[config.mk]
export PLATFORM = sky130hd
export DESIGN_NAME = uart_rx_fifo_sb_ctrl
export DESIGN_NICKNAME = d
export VERILOG_FILES = /design/src/rtl/uart_rx_fifo_sb_ctrl.sv
export SDC_FILE = /design/constraint.sdc
export NUM_CORES = 1
export LEC_CHECK = 0
export BUFFER_PORTS_ARGS = -buffer_cell sky130_fd_sc_hd__buf_2
export CELL_PAD_IN_SITES_DETAIL_PLACEMENT = 0
export CELL_PAD_IN_SITES_GLOBAL_PLACEMENT = 1
export CORE_MARGIN = 3
export CORE_UTILIZATION = 53
export DETAILED_ROUTE_END_ITERATION = 12
export PLACE_DENSITY_LB_ADDON = 0.1
export SYNTH_ARGS = -nofsm -noshare
export SYNTH_HDL_FRONTEND = slang
export SYNTH_SLANG_ARGS = --single-unit
[constraint.sdc]
create_clock -name clk_i -period 13.05 [get_ports clk_i]
set_clock_uncertainty 0.15 [all_clocks]
set_input_delay 1.305 -clock clk_i [delete_from_list [all_inputs] [get_ports clk_i]]
set_output_delay 1.305 -clock clk_i [all_outputs]
set_load 0.1 [all_outputs]
[src/rtl/uart_rx_fifo_sb_ctrl.sv]
// uart_rx_fifo_sb_ctrl
//   Memory-mapped UART receiver. It contains a 2-flop input synchroniser, an
//   RX deserialiser FSM, a receive FIFO, a programmable frame format,
//   sticky error flags and a registered level interrupt.
//
// Ports
//   clk_i, rst_i          clock, asynchronous active-high reset
//   addr_i[31:0]          byte address (only [23:0] decoded)
//   req_i                 bus request
//   write_enable_i        write strobe, qualified by req_i
//   write_data_i[31:0]    write data
//   read_data_o[31:0]     registered read data (1-cycle latency)
//   interrupt_request_o   level interrupt (registered)
//   interrupt_return_i    end-of-handler pulse; clears error flags
//   rx_i                  serial input, idles high
//
// Bus handshake: the slave is always ready. Every cycle with req_i=1 is a
// complete transfer. A write lands on that edge. A read's data appears on
// read_data_o after that edge and is held until the next req_i cycle.
//
// Register map (byte offsets)
//   0x00 DATA   R   FIFO head (pops)
//   0x04 STATUS R   {count[15:8], 2'b0, parity_err, frame_err, overrun, busy, full, not_empty}
//   0x08 CTRL   RW  {err_ie, data_ie, rx_en, two_stop, parity_odd, parity_en}
//   0x0C DIV    RW  clocks per bit (writes below 8 ignored)
//   0x10 THR    RW  FIFO interrupt threshold (0 acts as 1)
//   0x14 ERRCLR W   W1C for STATUS[5:3]
//   0x24 SRST   W   soft reset of the whole block
module uart_rx_fifo_sb_ctrl #(
  parameter int FIFO_DEPTH  = 16,
  parameter int DIV_W       = 17,
  parameter int DEFAULT_DIV = 10417
) (
  input  logic        clk_i,
  input  logic        rst_i,
  input  logic [31:0] addr_i,
  input  logic        req_i,
  input  logic [31:0] write_data_i,
  input  logic        write_enable_i,
  output logic [31:0] read_data_o,
  output logic        interrupt_request_o,
  input  logic        interrupt_return_i,
  input  logic        rx_i
);

  localparam int AW = $clog2(FIFO_DEPTH);
  localparam int CW = AW + 1;

  localparam logic [23:0] A_DATA   = 24'h000000;
  localparam logic [23:0] A_STATUS = 24'h000004;
  localparam logic [23:0] A_CTRL   = 24'h000008;
  localparam logic [23:0] A_DIV    = 24'h00000C;
  localparam logic [23:0] A_THR    = 24'h000010;
  localparam logic [23:0] A_ERRCLR = 24'h000014;
  localparam logic [23:0] A_SRST   = 24'h000024;

  typedef enum logic [2:0] {
    ST_IDLE,
    ST_START,
    ST_DATA,
    ST_PARITY,
    ST_STOP
  } rx_state_t;

  // ---------------- bus decode ----------------
  logic [23:0] a;
  logic        wr, rd_data, srst;
  logic        unused_bits;

  assign a           = addr_i[23:0];
  assign wr          = req_i & write_enable_i;
  assign rd_data     = req_i & ~write_enable_i & (a == A_DATA);
  assign srst        = wr & (a == A_SRST);
  assign unused_bits = ^{addr_i[31:24], write_data_i};

  // ---------------- registers ----------------
  logic [5:0]       ctrl_q;
  logic [DIV_W-1:0] div_q;
  logic [7:0]       thr_q;
  logic             parity_en, parity_odd, two_stop, rx_en, data_ie, err_ie;

  assign parity_en  = ctrl_q[0];
  assign parity_odd = ctrl_q[1];
  assign two_stop   = ctrl_q[2];
  assign rx_en      = ctrl_q[3];
  assign data_ie    = ctrl_q[4];
  assign err_ie     = ctrl_q[5];

  // ---------------- synchroniser ----------------
  logic rx_meta_q, rx_sync_q, rx_prev_q;

  always_ff @(posedge clk_i or posedge rst_i) begin
    if (rst_i) begin
      rx_meta_q <= 1'b1;
      rx_sync_q <= 1'b1;
      rx_prev_q <= 1'b1;
    end else begin
      rx_meta_q <= rx_i;
      rx_sync_q <= rx_meta_q;
      rx_prev_q <= rx_sync_q;
    end
  end

  // ---------------- RX engine ----------------
  rx_state_t        state_q, state_d;
  logic [DIV_W-1:0] cnt_q, cnt_d, target;
  logic [2:0]       bit_q, bit_d;
  logic             stop_q, stop_d;   // first of two stop bits already taken
  logic [7:0]       shift_q, shift_d;
  logic             fe_q, fe_d, pe_q, pe_d;
  logic             done_q, done_d;   // high on the cycle after the last stop sample
  logic             tick, busy;

  assign busy   = (state_q != ST_IDLE);
  // The start bit is resampled half a bit in, every later bit a full bit on.
  assign target = (state_q == ST_START) ? (div_q >> 1) : div_q;
  assign tick   = (cnt_q == target - DIV_W'(1));

  always_comb begin
    state_d = state_q;
    cnt_d   = cnt_q + DIV_W'(1);
    bit_d   = bit_q;
    stop_d  = stop_q;
    shift_d = shift_q;
    fe_d    = fe_q;
    pe_d    = pe_q;
    done_d  = 1'b0;
    case (state_q)
      ST_IDLE: begin
        cnt_d = '0;
        if (rx_en && rx_prev_q && !rx_sync_q) begin
          state_d = ST_START;
          bit_d   = 3'd0;
          stop_d  = 1'b0;
          fe_d    = 1'b0;
          pe_d    = 1'b0;
        end
      end
      ST_START: begin
        if (tick) begin
          cnt_d   = '0;
          state_d = rx_sync_q ? ST_IDLE : ST_DATA;
        end
      end
      ST_DATA: begin
        if (tick) begin
          cnt_d   = '0;
          shift_d = {rx_sync_q, shift_q[7:1]};
          bit_d   = bit_q + 3'd1;
          if (bit_q == 3'd7) state_d = parity_en ? ST_PARITY : ST_STOP;
        end
      end
      ST_PARITY: begin
        if (tick) begin
          cnt_d   = '0;
          // Even check fails on an odd ones count; parity_odd flips it.
          pe_d    = (^shift_q) ^ rx_sync_q ^ parity_odd;
          state_d = ST_STOP;
        end
      end
      ST_STOP: begin
        if (tick) begin
          cnt_d = '0;
          if (!rx_sync_q) fe_d = 1'b1;
          if (two_stop && !stop_q) begin
            stop_d = 1'b1;
          end else begin
            state_d = ST_IDLE;
            done_d  = 1'b1;
          end
        end
      end
      default: state_d = ST_IDLE;
    endcase
  end

  always_ff @(posedge clk_i or posedge rst_i) begin
    if (rst_i) begin
      state_q <= ST_IDLE;
      cnt_q   <= '0;
      bit_q   <= 3'd0;
      stop_q  <= 1'b0;
      shift_q <= 8'h00;
      fe_q    <= 1'b0;
      pe_q    <= 1'b0;
      done_q  <= 1'b0;
    end else if (srst) begin
      state_q <= ST_IDLE;
      cnt_q   <= '0;
      bit_q   <= 3'd0;
      stop_q  <= 1'b0;
      shift_q <= 8'h00;
      fe_q    <= 1'b0;
      pe_q    <= 1'b0;
      done_q  <= 1'b0;
    end else begin
      state_q <= state_d;
      cnt_q   <= cnt_d;
      bit_q   <= bit_d;
      stop_q  <= stop_d;
      shift_q <= shift_d;
      fe_q    <= fe_d;
      pe_q    <= pe_d;
      done_q  <= done_d;
    end
  end

  // ---------------- FIFO ----------------
  logic [7:0]    mem [FIFO_DEPTH];
  logic [AW-1:0] wr_q, rd_q;
  logic [CW-1:0] count_q;
  logic          not_empty, full, pop, push, frame_ok;
  logic [15:0]   count_ext;

  assign not_empty = (count_q != '0);
  assign full      = (count_q == CW'(FIFO_DEPTH));
  assign pop       = rd_data & not_empty;
  assign frame_ok  = done_q & ~fe_q & ~pe_q;
  // A pop on the same edge frees the slot, so a full FIFO still accepts.
  assign push      = frame_ok & (~full | pop);
  assign count_ext = 16'(count_q);

  always_ff @(posedge clk_i) begin
    if (push) mem[wr_q] <= shift_q;
  end

  always_ff @(posedge clk_i or posedge rst_i) begin
    if (rst_i) begin
      wr_q    <= '0;
      rd_q    <= '0;
      count_q <= '0;
    end else if (srst) begin
      wr_q    <= '0;
      rd_q    <= '0;
      count_q <= '0;
    end else begin
      if (push) wr_q <= wr_q + AW'(1);
      if (pop)  rd_q <= rd_q + AW'(1);
      if (push && !pop)      count_q <= count_q + CW'(1);
      else if (pop && !push) count_q <= count_q - CW'(1);
    end
  end

  // ---------------- flags ----------------
  logic       ov_q, fe_flag_q, pe_flag_q;
  logic       ov_set, fe_set, pe_set;
  logic [2:0] clr;

  assign ov_set = frame_ok & full & ~pop;
  assign fe_set = done_q & fe_q;
  assign pe_set = done_q & pe_q;
  assign clr    = (wr && a == A_ERRCLR) ? write_data_i[5:3] : 3'b000;

  // Set terms are OR-ed last so an error event beats a same-cycle clear.
  always_ff @(posedge clk_i or posedge rst_i) begin
    if (rst_i) begin
      ov_q      <= 1'b0;
      fe_flag_q <= 1'b0;
      pe_flag_q <= 1'b0;
    end else if (srst) begin
      ov_q      <= 1'b0;
      fe_flag_q <= 1'b0;
      pe_flag_q <= 1'b0;
    end else begin
      ov_q      <= (ov_q      & ~clr[0] & ~interrupt_return_i) | ov_set;
      fe_flag_q <= (fe_flag_q & ~clr[1] & ~interrupt_return_i) | fe_set;
      pe_flag_q <= (pe_flag_q & ~clr[2] & ~interrupt_return_i) | pe_set;
    end
  end

  // ---------------- config writes ----------------
  always_ff @(posedge clk_i or posedge rst_i) begin
    if (rst_i) begin
      ctrl_q <= 6'h38;
      div_q  <= DIV_W'(DEFAULT_DIV);
      thr_q  <= 8'd1;
    end else if (srst) begin
      ctrl_q <= 6'h38;
      div_q  <= DIV_W'(DEFAULT_DIV);
      thr_q  <= 8'd1;
    end else if (wr) begin
      if (a == A_CTRL) begin
        ctrl_q[5:3] <= write_data_i[5:3];
        // Frame format is frozen while a frame is in flight.
        if (!busy) ctrl_q[2:0] <= write_data_i[2:0];
      end
      if (a == A_DIV && !busy && write_data_i[DIV_W-1:0] >= DIV_W'(8))
        div_q <= write_data_i[DIV_W-1:0];
      if (a == A_THR)
        thr_q <= (write_data_i[7:0] == 8'd0) ? 8'd1 : write_data_i[7:0];
    end
  end

  // ---------------- read path and interrupt ----------------
  logic [31:0] rdata;

  always_comb begin
    rdata = 32'h0;
    case (a)
      A_DATA:   rdata = not_empty ? {24'h0, mem[rd_q]} : 32'h0;
      A_STATUS: rdata = {16'h0, count_ext[7:0], 2'b00, pe_flag_q, fe_flag_q,
                         ov_q, busy, full, not_empty};
      A_CTRL:   rdata = {26'h0, ctrl_q};
      A_DIV:    rdata = 32'(div_q);
      A_THR:    rdata = {24'h0, thr_q};
      default:  rdata = 32'h0;
    endcase
  end

  always_ff @(posedge clk_i or posedge rst_i) begin
    if (rst_i) begin
      read_data_o         <= 32'h0;
      interrupt_request_o <= 1'b0;
    end else begin
      if (req_i) read_data_o <= rdata;
      interrupt_request_o <= (data_ie & (count_ext >= {8'h0, thr_q})) |
                             (err_ie & (ov_q | fe_flag_q | pe_flag_q));
    end
  end

endmodule

==> flow_metrics.env, run 1 <==
export IMPL_synth_top_area_share_pct=32.6
export IMPL_synth_distinct_cells=88
export IMPL_cp_arrival_ps=5570
export IMPL_die_area_um2=24000
export IMPL_yosys_top_cells_count="edfxtp_1, dfrtp_1, nor2_1"
export IMPL_grt_pass1_wl_um=43700
export IMPL_cts_sinks=231
export IMPL_crit_fanout=21
export IMPL_clkTransAtPathRegs_ps=60
export IMPL_clk_insertion_delay_late_ps=530
export IMPL_critPathMaxStageDelay_ps=740
export IMPL_dr_pass1_iters=5
export IMPL_ant_nets=0
export IMPL_vias=7919
export IMPL_start_util_pct=55.0
export IMPL_io_buffers=64
export IMPL_yosysWarnings=0
export IMPL_path_class="reg -> reg"
export IMPL_powerDensity_nw_per_um2=117
export IMPL_area_growth_pct=11.1
export IMPL_rrSetupSlack_ps=7740
export IMPL_postCtsSetupBuffers=0
export IMPL_rsz0062_at_grt="no"
export IMPL_overflow=0
export IMPL_clockBufferDepth=3
export IMPL_drt_wl_total_um=27700
export IMPL_hold_viol=0
export IMPL_place_inst=1254
export IMPL_diodes=0
export IMPL_max_slew_worst_pin_slew_ps=959
export IMPL_worst_ep_required_time_ps=13310
export IMPL_seq_area_frac_synth_pct=54.7
export IMPL_track_usage_pct=23.1
export IMPL_nFillCells=1684
export IMPL_first_global_vias=7663
export IMPL_final_cells=1300
export IMPL_synth_edf_count=128
export IMPL_antenna_found_initial=1
export IMPL_max_freq_mhz=188
export IMPL_cts_root_buf="clkbuf_16"
export IMPL_die_w_um=155
export IMPL_max_slew_margin_pct=35.8
export IMPL_period_minus_slack_ps=5310
export IMPL_avgRoutedWirePerCell_um=21.3
export IMPL_yosys_area_top_type="edfxtp_1"
export IMPL_cp_slowest_cell="or3b_1"
export IMPL_drive_gt1_share_pct=20.0
export IMPL_fin_ws_ps=7740
export IMPL_avgViaCountPerCell=6.09
export IMPL_numCtsBuffers=25
export IMPL_critPathBufInv=0
export IMPL_ctsResizeCount=0
export IMPL_synthArstFlopShare_pct=44.6
export IMPL_cts_hold_buf=0
export IMPL_drc=0
export IMPL_place_detailed_hpwl_um=18800
export IMPL_setup_violations=0
export IMPL_period_share_pct=40.7
export IMPL_cts_tree="built"
export IMPL_core_um2=21400
export IMPL_std_cell_rows=53
export IMPL_max_cap_violations=0
export IMPL_grt_max_degree=54
export IMPL_syn_cell_area_um2=11800
export IMPL_synth_most_common_cell="edfxtp_1"
export IMPL_endpoint_kind="flop"
export IMPL_netlist_instances=963
export IMPL_crit_family="simple AND/OR/NAND/NOR gates"
export IMPL_start_kind="flop"
export IMPL_die_height_um=155
export IMPL_synthFlopType="edfxtp_1"
export IMPL_hp_class="reg -> reg"
export IMPL_avgSynthCellArea_um2=12.2
export IMPL_drv_slew=0
export IMPL_final_util_pct=61.1
export IMPL_ios=103
export IMPL_worstPathCellList="or3b_1 -> a21oi_1 -> ha_1 -> or4b_1 -> a2111oi_4 -> nor2_1 -> a311o_1 -> nor4_1 -> nand4_2 -> maj3_2 -> and3_1"
export IMPL_dp_slack_ps=7760
export IMPL_leakagePower_nw=5.50
export IMPL_nets=1094
export IMPL_tns_ps=0
export IMPL_synthTopCellsByArea="edfxtp_1, dfrtp_1, mux4_2, mux2i_1, dfstp_2"
export IMPL_status="finished, final reports clean"
export IMPL_first_iter_violations=617
export IMPL_gp_congestion=0.867
export IMPL_vdd_drop_max_mv=0.0849
export IMPL_htree_levels=1
export IMPL_ys_seq_elements=231
-- placed cells by master, fill, tap and decap left out, types with 8 or more instances in the layout --
master | Yosys | routed
a22oi_1 | 8 | 8
dfrtp_1 | 90 | 89
o22ai_1 | 12 | 12
nand2_1 | 54 | 54
nand3_1 | 35 | 35
buf_4 | 15 | 13
and2_1 | 11 | 11
a21oi_1 | 29 | 29
nor4_1 | 17 | 17
inv_1 | 45 | 44
mux2i_1 | 48 | 48
nand4_1 | 10 | 10
dfstp_2 | 13 | 13
edfxtp_1 | 128 | 128
clkbuf_16 | 0 | 25
nor3_1 | 22 | 22
nor2_1 | 66 | 66
o21ai_0 | 25 | 25
conb_1 | 1 | 15
a31oi_1 | 13 | 13
xnor2_1 | 37 | 37
ha_1 | 17 | 17
xor2_1 | 18 | 18
buf_2 | 2 | 64
and3_1 | 27 | 27
mux4_2 | 40 | 40
-- kinds of logic (layout without fill, tap and decap cells) --
family          count (synthesis)  after routing  share of synthesized area [%]
compound gates                147            147                           8.68
mux                            91             91                           12.1
xor+xnor                       55             55                           4.09
buf+inv                       120            168                           4.58
simple gates                  299            299                           13.8
other cells                     1             15                         0.0319
fa+ha+maj                      19             19                           2.07
flops                         231            231                           54.7
-- registers in the layout, indices dropped and copies added, names as in the netlist, 3 cells and up --
signal       flops
bit_q            3
state_q          3
cnt_q           17
mem            128
count_q          5
rd_q             4
shift_q          8
read_data_o     17
div_q           17
wr_q             4
thr_q            8
ctrl_q           6
-- layer usage --
layer / vias up / routed length [µm] / global-route usage [%]
li1: 3676 / - / -
met1: 3946 / 13400 / 36.6
met2: 255 / 12200 / 34.2
met3: 40 / 1660 / 3.23
met4: 2 / 422 / 5.05
met5: - / 13 / 0
-- stage by stage --
stage	power, mW	hold slack, ps	instance area, µm²
3_5_place_dp	0.829	198	12200
5_1_grt	1.58	214	13100
3_3_place_gp	0.829	196	12200
2_1_floorplan	0.818	195	11800
4_1_cts	1.55	206	13100
6_report	1.54	205	13100
-- power breakdown --
group          internal, mW  switching (mW)
combinational       0.00785          0.0392
sequential            0.766        0.000877
clock                 0.431           0.291
total                  1.21           0.331
-- area by class of cell --
class | count | area (µm²) | share of cell area (%)
clock buffers | 29 | 671 | 5.13
multi-input cells | 626 | 4850 | 37.1
repair buffers | 77 | 418 | 3.19
well taps | 275 | 344 | 2.63
clock inverters | 17 | 186 | 1.42
flip-flops and latches | 231 | 6440 | 49.2
inverters | 45 | 171 | 1.31
-- worst paths after layout --
check                            from   endpoint  depth (start not counted)
max                        state_q[0]  cnt_q[15]                         11
min                         rx_meta_q  rx_sync_q                          0
max reg2reg                state_q[0]  cnt_q[15]                         11
min reg2reg                 rx_meta_q  rx_sync_q                          0
max in group asynchronous       rst_i  cnt_q[15]                          3
min in group asynchronous       rst_i    rd_q[3]                          2
No activity file was read; power rests on OpenSTA's default activity.
==> run 2, diff against run 1 <==
--- a/config.mk
+++ b/config.mk
@@ -5,11 +5,12 @@
 export SDC_FILE = /design/constraint.sdc
 export NUM_CORES = 1
 export LEC_CHECK = 0
+export ABC_AREA = 1
 export BUFFER_PORTS_ARGS = -buffer_cell sky130_fd_sc_hd__buf_2
 export CELL_PAD_IN_SITES_DETAIL_PLACEMENT = 0
 export CELL_PAD_IN_SITES_GLOBAL_PLACEMENT = 1
 export CORE_MARGIN = 3
-export CORE_UTILIZATION = 53
+export CORE_UTILIZATION = 42
 export DETAILED_ROUTE_END_ITERATION = 12
 export PLACE_DENSITY_LB_ADDON = 0.1
 export SYNTH_ARGS = -nofsm -noshare
==> constraint.sdc (replaced) <==
create_clock -name clk_i -period 4.57 [get_ports clk_i]
set_clock_uncertainty 0.15 [all_clocks]
set_input_delay 0.457 -clock clk_i [delete_from_list [all_inputs] [get_ports clk_i]]
set_output_delay 0.457 -clock clk_i [all_outputs]
set_load 0.1 [all_outputs]
==> flow_metrics.env, run 2 <==
export IMPL_status="finished, final reports clean"
export IMPL_die_area_um2=30100
export IMPL_gp_congestion=0.845
export IMPL_drv_slew=0
export IMPL_std_cell_rows=60
export IMPL_grt_max_degree=77
export IMPL_io_buffers=64
export IMPL_synthArstFlopShare_pct=44.6
export IMPL_clkTransAtPathRegs_ps=60
export IMPL_synth_distinct_cells=53
export IMPL_antenna_found_initial=0
export IMPL_avgViaCountPerCell=5.11
export IMPL_max_freq_mhz=277
export IMPL_hp_class="in -> reg"
export IMPL_htree_levels=1
export IMPL_final_util_pct=49.0
export IMPL_track_usage_pct=19.9
export IMPL_vias=8768
export IMPL_regToRegEndpoint="count_q[4]"
export IMPL_synthTopCellsByArea="edfxtp_1, dfrtp_1, nand2_1, o21ai_0, inv_1"
export IMPL_r2r_start="count_q[1]"
export IMPL_crit_fanout=7
export IMPL_numCtsBuffers=27
export IMPL_clk_insertion_delay_late_ps=530
export IMPL_final_common_cell="nand2_1"
export IMPL_dp_slack_ps=852
export IMPL_largest_reg_flops=128
export IMPL_first_iter_violations=688
export IMPL_max_slew_margin_pct=31.2
export IMPL_placed_area_um2=12400
export IMPL_postCtsSetupBuffers=0
export IMPL_synthFlopType="edfxtp_1"
export IMPL_regMostFlops="mem"
export IMPL_avgSynthCellArea_um2=9.38
export IMPL_synth_edf_count=128
export IMPL_cts_root_buf="clkbuf_16"
export IMPL_cp_arrival_ps=3870
export IMPL_start_kind="flop"
export IMPL_core_um2=27300
export IMPL_period_share_pct=79.1
export IMPL_setup_violations=0
export IMPL_hold_viol=0
export IMPL_ant_nets=0
export IMPL_worst_ep_required_time_ps=4820
export IMPL_hp_start="write_data_i[13]"
export IMPL_max_cap_violations=0
export IMPL_yosysWarnings=0
export IMPL_vdd_drop_max_mv=0.268
export IMPL_path_class="reg -> reg"
export IMPL_max_slew_worst_pin_slew_ps=1020
export IMPL_final_area_um2=13300
export IMPL_leakagePower_nw=5.64
export IMPL_syn_cell_area_um2=11800
export IMPL_synth_top_area_share_pct=32.6
export IMPL_avgRoutedWirePerCell_um=17.6
export IMPL_min_path_cells=3
export IMPL_cts_tree="built"
export IMPL_place_detailed_hpwl_um=21300
export IMPL_grt_pass1_wl_um=47700
export IMPL_endpoint_kind="flop"
export IMPL_ios=103
export IMPL_clockBufferDepth=3
export IMPL_ys_seq_elements=231
export IMPL_drive_gt1_share_pct=13.6
export IMPL_first_global_vias=8334
export IMPL_nets=1410
export IMPL_tns_ps=0
export IMPL_seq_area_frac_synth_pct=54.6
export IMPL_holdWs_ps=39.1
export IMPL_powerDensity_nw_per_um2=384
export IMPL_netlist_instances=1256
export IMPL_dr_pass1_iters=5
export IMPL_area_growth_pct=13.2
export IMPL_period_minus_slack_ps=3620
export IMPL_r2r_cells=16
export IMPL_fin_ws_ps=954
export IMPL_cts_hold_buf=2
export IMPL_start_util_pct=43.3
export IMPL_diodes=0
export IMPL_drc=0
export IMPL_hold_end="div_q[13]"
export IMPL_yosys_area_top_type="edfxtp_1"
export IMPL_die_height_um=174
export IMPL_rsz0062_at_grt="no"
export IMPL_rrSetupSlack_ps=950
export IMPL_overflow=0
export IMPL_yosys_top_cells_count="nand2_1, inv_1, edfxtp_1"
export IMPL_synth_most_common_cell="nand2_1"
export IMPL_ctsResizeCount=0
export IMPL_die_w_um=174
export IMPL_cts_sinks=231
export IMPL_final_cell_mix="nand2_1, inv_1, edfxtp_1"
export IMPL_drt_wl_total_um=30200
==> run 2: cell types whose count changed in the layout (fill, tap and decap cells not counted), moves of 31 or more <==
cell and change:
nand2_1 +158, inv_1 +103, o21ai_0 +89, nor2_1 +44, mux4_2 -40, nand3_1 +31
==> run 2: cell families (layout without fill, tap and decap cells) <==
kind of cell,Yosys count,count (layout),share of synthesized area [%]
xor+xnor,28,28,2.08
mux,31,31,2.63
other cells,1,15,0.0318
compound gates,245,245,12.0
simple gates,491,491,19.2
fa+ha+maj,18,18,1.97
buf+inv,211,284,7.55
flops,231,231,54.6
==> run 2: power breakdown <==
group          internal (mW)  switching, mW
clock                   1.35          0.853
combinational          0.173          0.493
sequential              2.22         0.0387
==> run 2: critical path, cell delays in order, from the launching register on <==
cell and delay (ps):
dfrtp_1 460, nor4_1 280, inv_1 80, nor2_1 440
nor2_1 130, nand3_1 250, nand2_1 80, nand2_1 150
inv_2 90, nand2_2 180, inv_1 80, fa_1 410
o21ai_0 190, a21oi_1 100, xor2_1 160, xnor2_1 160
o22ai_1 90
==> run 2: how the worst max path moves through the flow <==
stage	startpoint	endpoint	slack, ps	cells past startpoint
floorplan	rst_i	bit_q[0]	1280	1
global placement	addr_i[21]	count_q[4]	890	19
detailed placement	addr_i[21]	count_q[4]	850	19
CTS	count_q[1]	count_q[4]	940	16
global route	count_q[1]	count_q[4]	620	16
finish	count_q[1]	count_q[4]	950	16
==> run 2: stage by stage <==
step           std cells  power (mW)
2_1_floorplan       1270        2.85
3_3_place_gp        1663        2.96
3_5_place_dp        1663        2.96
4_1_cts             1715        5.18
5_1_grt             1715        5.36
6_report            1715        5.12
==> run 2: final cells by class <==
| type | instances | area, µm² |
|---|---|---|
| clock buffers | 37 | 733 |
| clock inverters | 13 | 175 |
| inverters | 157 | 592 |
| well taps | 372 | 465 |
| flip-flops and latches | 231 | 6440 |
| multi-input cells | 828 | 4510 |
| fillers | 2620 | 13900 |
| repair buffers | 77 | 423 |
==> run 2: layer usage <==
layer / vias up / GRT usage (%) / part of all wire (%)
li1: 4390 / - / -
met1: 4126 / 32.0 / 52
met2: 220 / 28.3 / 41
met3: 32 / 2.74 / 4.8
met4: 0 / 4.12 / 1.7
met5: - / 0 / 0
==> run 3, diff against run 2 <==
--- a/config.mk
+++ b/config.mk
@@ -5,12 +5,12 @@
 export SDC_FILE = /design/constraint.sdc
 export NUM_CORES = 1
 export LEC_CHECK = 0
-export ABC_AREA = 1
+export ABC_AREA = 0
 export BUFFER_PORTS_ARGS = -buffer_cell sky130_fd_sc_hd__buf_2
 export CELL_PAD_IN_SITES_DETAIL_PLACEMENT = 0
 export CELL_PAD_IN_SITES_GLOBAL_PLACEMENT = 1
 export CORE_MARGIN = 3
-export CORE_UTILIZATION = 42
+export CORE_UTILIZATION = 49
 export DETAILED_ROUTE_END_ITERATION = 12
 export PLACE_DENSITY_LB_ADDON = 0.1
 export SYNTH_ARGS = -nofsm -noshare
==> constraint.sdc (replaced) <==
create_clock -name clk_i -period 3.6 [get_ports clk_i]
set_clock_uncertainty 0.15 [all_clocks]
set_input_delay 0.36 -clock clk_i [delete_from_list [all_inputs] [get_ports clk_i]]
set_output_delay 0.36 -clock clk_i [all_outputs]
set_load 0.1 [all_outputs]
==> flow_metrics.env, run 3 (same netlist as run 1, synthesis figures left out) <==
export IMPL_multi_input_area_um2=5030
export IMPL_htree_levels=1
export IMPL_p_clk_share_pct=47.7
export IMPL_die_height_um=161
export IMPL_gp_congestion=0.877
export IMPL_std_cell_rows=56
export IMPL_clockBufferDepth=3
export IMPL_endpoint_kind="flop"
export IMPL_avgViaCountPerCell=5.78
export IMPL_ant_nets=0
export IMPL_vias=8402
export IMPL_clkTransAtPathRegs_ps=60
export IMPL_nets=1204
export IMPL_share_seq_of_total_power_pct=49.0
export IMPL_drv_slew=0
export IMPL_r2r_start="state_q[1]"
export IMPL_area_growth_pct=21.1
export IMPL_cts_sinks=231
export IMPL_period_minus_slack_ps=4060
export IMPL_dr_pass1_iters=7
export IMPL_cp_arrival_ps=4370
export IMPL_crit_path_frequent_cell="buf_4"
export IMPL_critPathBufInv=3
export IMPL_period_share_pct=113
export IMPL_worstPathCellList="or3b_4 -> a21oi_2 -> ha_2 -> or4b_4 -> a2111oi_4 -> buf_4 -> a31oi_4 -> a211oi_4 -> buf_4 -> buf_4 -> o21ai_0 -> a211oi_1 -> nand4_1 -> or4_4 -> nand3_2"
export IMPL_p_comb_share_pct=3.4
export IMPL_max_freq_mhz=246
export IMPL_internal_power_mw=4.49
export IMPL_hold_viol=0
export IMPL_grt_max_degree=55
export IMPL_rrSetupSlack_ps=-460
export IMPL_core_um2=23500
export IMPL_max_slew_margin_pct=47.9
export IMPL_leakagePower_nw=6.09
export IMPL_max_slew_worst_pin_slew_ps=777
export IMPL_holdWs_ps=23.5
export IMPL_finalPower_mw=5.68
export IMPL_avgRoutedWirePerCell_um=20.6
export IMPL_fin_ws_ps=-463
export IMPL_crit_family="simple AND/OR/NAND/NOR gates"
export IMPL_cts_tree="built"
export IMPL_die_area_um2=25900
export IMPL_vdd_drop_max_mv=0.296
export IMPL_drc=0
export IMPL_powerDensity_nw_per_um2=399
export IMPL_numCtsBuffers=25
export IMPL_final_common_cell="edfxtp_1"
export IMPL_overflow=0
export IMPL_start_util_pct=50.0
export IMPL_min_path_cells=3
export IMPL_start_kind="flop"
export IMPL_placed_area_um2=13000
export IMPL_nFillCells=1902
export IMPL_regMostFlops="mem"
export IMPL_clk_insertion_delay_late_ps=540
export IMPL_drt_wl_total_um=30000
export IMPL_hp_class="in -> reg"
export IMPL_p_sw_mw=1.19
export IMPL_drive_gt1_share_pct=27.8
export IMPL_first_global_vias=8288
export IMPL_final_util_pct=60.5
export IMPL_worst_ep_required_time_ps=3910
export IMPL_crit_fanout=5
export IMPL_die_w_um=161
export IMPL_r2r_cells=15
export IMPL_cp_slowest_cell="or4_4"
export IMPL_crit_cells=15
export IMPL_status="finished, violations left"
export IMPL_grt_pass1_wl_um=47600
export IMPL_antenna_found_initial=0
export IMPL_rsz0062_at_grt="yes"
export IMPL_first_iter_violations=663
export IMPL_hp_start="write_data_i[4]"
export IMPL_io_buffers=64
export IMPL_final_area_um2=14300
export IMPL_violations="setup timing"
export IMPL_swShare_pct=20.9
export IMPL_track_usage_pct=23.3
export IMPL_dp_slack_ps=-633
export IMPL_max_cap_violations=0
export IMPL_ios=103
export IMPL_critPathLaunch="state_q[1]"
export IMPL_final_cell_mix="edfxtp_1, buf_4, dfrtp_1"
export IMPL_regArea_um2=6440
export IMPL_place_detailed_hpwl_um=21100
export IMPL_setup_violations=35
export IMPL_cts_root_buf="clkbuf_16"
export IMPL_critPathMaxStageDelay_ps=570
export IMPL_largest_reg_flops=128
export IMPL_diodes=0
export IMPL_path_class="reg -> reg"
-- run 3: changes by cell type in the layout (fill, tap and decap cells not counted), sizes merged, moves of 24 or more --
cell | before | now
a21oi | 54 | 30
nand3 | 75 | 35
inv | 155 | 46
nor2 | 131 | 67
and3 | 2 | 27
mux4 | 0 | 40
o21ai | 118 | 28
buf | 75 | 170
xnor2 | 8 | 37
nand2 | 227 | 54
-- run 3: stage by stage --
step	setup TNS, ps	instances
6_report	-13630	1453
3_5_place_dp	-19920	1384
3_3_place_gp	-16810	1384
4_1_cts	-11850	1449
5_1_grt	-21510	1453
2_1_floorplan	-23860	977
-- run 3: final timing paths --
path	end
max in group asynchronous	rx_meta_q
min in group asynchronous	rd_q[0]
worst max register to register	pe_q
worst min register to register	rx_sync_q
worst max-delay path	pe_q
worst min-delay path	thr_q[4]
-- run 3: worst register-to-register path: cells and delay by family (launching register included) --
kind	cells	cell delay, ps
AND/OR/NAND/NOR	5	1790
flip-flops	1	410
AO/OA/AOI/OAI	6	990
adder cells (fa/ha/maj)	1	200
buffers and inverters	3	450
-- run 3: layout make-up --
cell class              instances  share of cell area, %
repair buffers                187                   9.37
inverters                      45                   1.20
well taps                     319                   2.80
clock buffers                  35                   5.00
multi-input cells             626                   35.3
clock inverters                10                   1.17
flip-flops and latches        231                   45.2
-- run 3: repair_timing --
| action | in CTS | in global routing |
|---|---|---|
| endpoints found under the hold margin | 64 | 0 |
| pin swaps | 9 | 13 |
| hold buffers | 17 | 0 |
| gates resized for setup | 11 | 15 |
| setup buffers | 3 | 4 |
| setup endpoints to repair | 35 | 35 |
-- run 3: layer usage --
layer / part of all wire (%) / track usage (%) / vias to the layer above
met5: 0 / 0 / -
met4: 2.0 / 5.20 / 0
met3: 6.7 / 2.77 / 39
met2: 43 / 33.9 / 287
met1: 48 / 37.6 / 4175
li1: - / - / 3901
-- run 3: power groups by stage --
stage | registers [mW] | logic (mW) | clock network, mW
after global routing | 2.78 | 0.202 | 2.88
after CTS | 2.78 | 0.191 | 2.75
after global placement | 2.83 | 0.176 | 0
after detailed placement | 2.83 | 0.176 | 0
final | 2.78 | 0.191 | 2.71
after floorplan | 2.85 | 0.116 | 0
